<file path="config.mk">
export PLATFORM = sky130hd
export DESIGN_NAME = piccolo80_keysched_seq
export DESIGN_NICKNAME = d
export VERILOG_FILES = /design/src/rtl/piccolo_pkg.sv /design/src/rtl/piccolo80_con_gen.sv /design/src/rtl/piccolo80_keysched_seq.sv
export SDC_FILE = /design/constraint.sdc
export NUM_CORES = 1
export LEC_CHECK = 0
export CORE_MARGIN = 8
export CORE_UTILIZATION = 43
export DETAILED_ROUTE_END_ITERATION = 16
export PLACE_DENSITY = 0.8
export SKIP_CTS_REPAIR_TIMING = 1
export SYNTH_ARGS = -nofsm -noshare
export SYNTH_HDL_FRONTEND = slang
export SYNTH_SLANG_ARGS = --single-unit
export TNS_END_PERCENT = 100
</file>
<file path="constraint.sdc">
create_clock -name clk -period 2.37 [get_ports clk]
set_input_delay 0.237 -clock clk [delete_from_list [all_inputs] [get_ports clk]]
set_output_delay 0.237 -clock clk [all_outputs]
set_load 0.02 [all_outputs]
</file>
<file path="src/rtl/piccolo_pkg.sv">
// piccolo_pkg: shared Piccolo-80 key schedule constants, types and round constant function
package piccolo_pkg;
    localparam int PICCOLO80_NR = 25;
    localparam logic [31:0] CON80_XOR = 32'h0f1e2d3c;
    typedef enum logic [1:0] {SEL_K23, SEL_K01, SEL_K44} key_word_sel_e;
    typedef enum logic {IDLE, STREAM} state_e;
    // Round constant: c = i+1 replicated as c|00000|c|00|c|00000|c, then masked
    function automatic logic [31:0] con80(input logic [4:0] i);
        logic [4:0] c;
        c = i + 5'd1;
        return {c, 5'b0, c, 2'b0, c, 5'b0, c} ^ CON80_XOR;
    endfunction
    // Key word selector indexed by i mod 5
    function automatic key_word_sel_e sel80(input logic [2:0] m);
        return (m == 3'd0 || m == 3'd2) ? SEL_K23 : (m == 3'd3) ? SEL_K44 : SEL_K01;
    endfunction
endpackage

</file>
<file path="src/rtl/piccolo80_con_gen.sv">
// piccolo80_con_gen: combinational Piccolo-80 round constant from the round index
module piccolo80_con_gen
    import piccolo_pkg::*;
(
    input  logic [4:0]  round,
    output logic [31:0] con
);
    assign con = con80(round);
endmodule

</file>
<file path="src/rtl/piccolo80_keysched_seq.sv">
// piccolo80_keysched_seq: streams the Piccolo-80 whitening key and 25 round-key pairs
module piccolo80_keysched_seq
    import piccolo_pkg::*;
(
    input  logic        clk,
    input  logic        rst,
    input  logic        key_valid,
    output logic        key_ready,
    input  logic [79:0] key,
    output logic [63:0] wk,
    output logic        wk_valid,
    output logic        rk_valid,
    input  logic        rk_ready,
    output logic [31:0] rk_pair,
    output logic [4:0]  rk_round,
    output logic        rk_last
);
    state_e state, state_nx;
    logic [79:0] k;
    logic [4:0] round;
    logic [2:0] m5;
    logic load, fire, done;
    logic [31:0] con, word;
    key_word_sel_e sel;
    logic [15:0] k0, k1, k2, k3, k4;

    assign {k0, k1, k2, k3, k4} = k;

    // Handshake decode and next-state: load in IDLE, leave STREAM on the last pair
    always_comb begin
        key_ready = (state == IDLE) && !rst;
        rk_valid = (state == STREAM);
        load = key_ready && key_valid;
        fire = rk_valid && rk_ready;
        done = fire && (round == 5'(PICCOLO80_NR - 1));
        state_nx = load ? STREAM : done ? IDLE : state;
    end

    // State register
    always_ff @(posedge clk) begin
        if (rst) state <= IDLE;
        else state <= state_nx;
    end

    // Key/whitening registers and round/mod-5 counters
    always_ff @(posedge clk) begin
        if (rst) begin
            k <= '0;
            wk <= '0;
            wk_valid <= 1'b0;
            round <= '0;
            m5 <= '0;
        end else if (load) begin
            k <= key;
            wk <= {key[79:72], key[55:48], key[63:56], key[71:64],
                   key[15:8], key[23:16], key[31:24], key[7:0]};
            wk_valid <= 1'b1;
            round <= '0;
            m5 <= '0;
        end else if (fire) begin
            round <= done ? 5'd0 : round + 5'd1;
            m5 <= (m5 == 3'd4) ? 3'd0 : m5 + 3'd1;
        end
    end

    piccolo80_con_gen u_con (.round(round), .con(con));

    assign sel = sel80(m5);
    assign word = (sel == SEL_K23) ? {k2, k3} : (sel == SEL_K01) ? {k0, k1} : {k4, k4};
    assign rk_pair = rk_valid ? (con ^ word) : '0;
    assign rk_round = round;
    assign rk_last = rk_valid && (round == 5'(PICCOLO80_NR - 1));
endmodule

</file>
==> reports/results.txt <==
Final Max Slew Viols - 0
maxcap violations - 0
Layout Cells excl Fill - 710
Tmin final - 2.49 ns
starting density of the core - 0.443
Comb pwr share - 0.271
Setup crit end - rk_pair[1]
Rel. slew slack - 0.531
Critical Path Stages - 9
crit path capture type - primary output
io pins - 189
Seq/Total Area, Yosys - 0.394
final WL - 14.5 mm
RR Endpoint - wk[22]$_SDFFE_PP0P_
CTS tree - done
total power - 3.66 mW
Startpoint Class - flop
final net count - 660
num rows - 37
DP Wirelength - 10.6 mm
number of global-route vias before repair - 3847
# fillers - 853
library cells used by synthesis - 32
drt initial violations - 268
failing checks - setup timing
largest net degree at the start of global routing - 57
Worst Path Class, Setup - flop to primary output
worst hold-check path type - flop to flop
switching portion of total power - 0.296
Critical Path Max Stage Delay - 0.36 ns
Buffers & Inverters on Critical Path - 3
Arr. time, crit path - 2.25 ns
initial antenna violation count - 0
Power per Cell Area - 560 nW/um^2
endpoints failing setup - 19
clock sink total - 90
Top delay family on crit path - multiplexers
Clk network pwr share - 0.261
Switching Power - 1.08 mW
share of layout cells above drive strength 1 - 0.188
cell count after synthesis - 441
Max Freq - 0.401 GHz
Register-to-Register Path Depth - 4
total CTS buffers - 9
Least-Margin Pin Slew - 0.703 ns
detail-routed net length per standard cell - 20.4 um
worst path required time - 2.13 ns
crit-path cells - ha_2 > ha_4 > buf_12 > buf_6 > mux2_2 > mux2i_2 > xor2_1 > nor2_1 > buf_4
post-layout util - 0.632
CTS H-tree lvls - 3
Slowest-stage cell, CP - dfxtp_2
status - finished, violations left
GRT Total Usage - 0.190
sequential share of power - 0.468
Worst Setup SP - m5[0]$_SDFFE_PP0P_
I/O Buffers - 188
Reg2Reg Launch Point - rk_valid$_SDFFE_PP0P_
Routed Antenna Nets - 0
Final Skew - 0.00378 ns
GR Overflow Total - 0
Synth Net Count - 531
via/cell ratio - 5.27
Top FF cell, synth - dfxtp_1
top cell type's share of synthesized area - 0.394
ys async rst share - 0
root buf cell - clkbuf_8
placed instance count - 685
routability cong. - 0.845
diode count - 0
multi-input logic area - 2170 um^2
total die area - 14200 um^2
Clock Latency Late Sink - 0.34 ns
Tcrit/Tclk final - 1.05
Ys Warns - 0
Yosys reg bits - 90
first-pass GRT wire length - 21.8 mm
Area Overhead vs Synth - 42.7%
worst-case clock buffer depth - 2
top post-synthesis cells by area - dfxtp_1 39%, a22o_1 15%, buf_4 11%, mux2i_1 7.2%, mux2_4 4.6%
Synth Area per Inst - 10.4 um^2
P_int - 2.57 mW
DR vias - 3740
core box area - 10300 um^2
Synth area leader - dfxtp_1
register area - 1800 um^2
number of synthesized flops with an enable pin - 0
Max FO, Critical Path - 5
die height - 119 um
final hold vios - 0
Place WS - -0.187 ns
detailed-route DRC error count - 0
1st-pass router iterations - 4
unrepaired setup endpoints after global routing - yes
Final WS setup - -0.121 ns
Mapped Area - 4570 um^2
Pleak - 2.69 nW
width of the die - 119 um
Worst-path clk slew - 0.09 ns
peak supply drop - 0.324 mV
FF-to-FF setup slack - 0.74 ns
## sequential cells by signal, summed over array words and instances (netlist names)
signal / flops
wk: 64
wk_valid: 1
k: 16
rk_valid: 1
m5: 3
rk_round: 5
## kinds of logic (layout without fill, tap and decap cells)
group / count (synthesis) / after routing / share of synthesized area
AO/OA/AOI/OAI: 106 / 106 / 0.190
buffers and inverters: 104 / 237 / 0.157
flip-flops: 90 / 90 / 0.394
AND/OR/NAND/NOR: 58 / 58 / 0.0547
multiplexers: 53 / 53 / 0.133
XOR/XNOR: 24 / 24 / 0.0542
adder cells (fa/ha/maj): 6 / 6 / 0.0164
## worst reg2reg max path, stage by stage (launching register included)
cell and delay [ns]:
dfxtp_1 0.36, inv_2 0.53, a21oi_4 0.13, buf_12 0.22, a22o_1 0.27
## metal layers
layer / part of all wire / wire (um) / global-route usage / vias up
li1: - / - / - / 1753
met1: 0.41 / 5960 / 0.224 / 1804
met2: 0.48 / 6920 / 0.316 / 155
met3: 0.083 / 1200 / 0.0628 / 28
met4: 0.028 / 403 / 0.0688 / 0
met5: 0 / 0 / 0 / -
## cells in the final DEF, fill, tap and decap left out, drive strengths merged, types with 3 or more instances in the layout
cell and n:
a211oi 7, or2 5, clkdlybuf4s50 155, a22oi 3
buf 44, mux2i 33, inv 8, a22o 80
clkbuf 15, a21oi 11, dfxtp 90, ha 6
xor2 9, xnor2 15, mux2 20, nand2 10
dlymetal6s2s 13, nor2 35
## layout make-up
type,instances,share of cell area
Clock inverter,2,0.00192
Timing Repair Buffer,214,0.334
Sequential cell,90,0.277
Multi-Input combinational cell,247,0.332
Inverter,8,0.00499
Clock buffer,13,0.0244
Tap cell,136,0.0261
## how the worst min path moves through the flow
stage / startpoint / cells past startpoint / endpoint
after CTS: wk_valid$_SDFFE_PP0P_ / 1 / wk_valid$_SDFFE_PP0P_
after global routing: key[3] / 2 / wk[3]$_SDFFE_PP0P_
after floorplan: key[26] / 1 / wk[10]$_SDFFE_PP0P_
final: wk_valid$_SDFFE_PP0P_ / 1 / wk_valid$_SDFFE_PP0P_
after global placement: wk_valid$_SDFFE_PP0P_ / 1 / wk_valid$_SDFFE_PP0P_
after detailed placement: wk_valid$_SDFFE_PP0P_ / 1 / wk_valid$_SDFFE_PP0P_
## synth_stat cells (all sizes together) (2+ instances only)
master and n:
or2 5, a21oi 11, nor2 35, dfxtp 90
inv 8, clkbuf 4, mux2 20, a211oi 7
and2 2, nand2 10, a22o 80, ha 6
buf 92, nand2b 2, a22oi 3, nand3 2
a21o 2, xnor2 15, xor2 9, mux2i 33
## metrics by stage
stage	hold WS [ns]	cell area [um^2]	TNS (ns)
5_1_grt	0.473	6520	-3.29
2_1_floorplan	0.370	4570	0
3_3_place_gp	0.439	6170	-0.664
3_5_place_dp	0.449	6170	-1.65
4_1_cts	0.469	6340	-14.02
6_report	0.467	6520	-1.20
## power by group through the flow
stage / Combinational, mW / Clock (mW) / Sequential (mW)
finish: 0.992 / 0.953 / 1.71
global route: 1.05 / 1.05 / 1.73
CTS: 0.982 / 0.975 / 1.71
detailed placement: 0.977 / 0 / 1.74
global placement: 0.965 / 0 / 1.74
floorplan: 0.595 / 0 / 1.71
(Power assumes the default switching activity.)
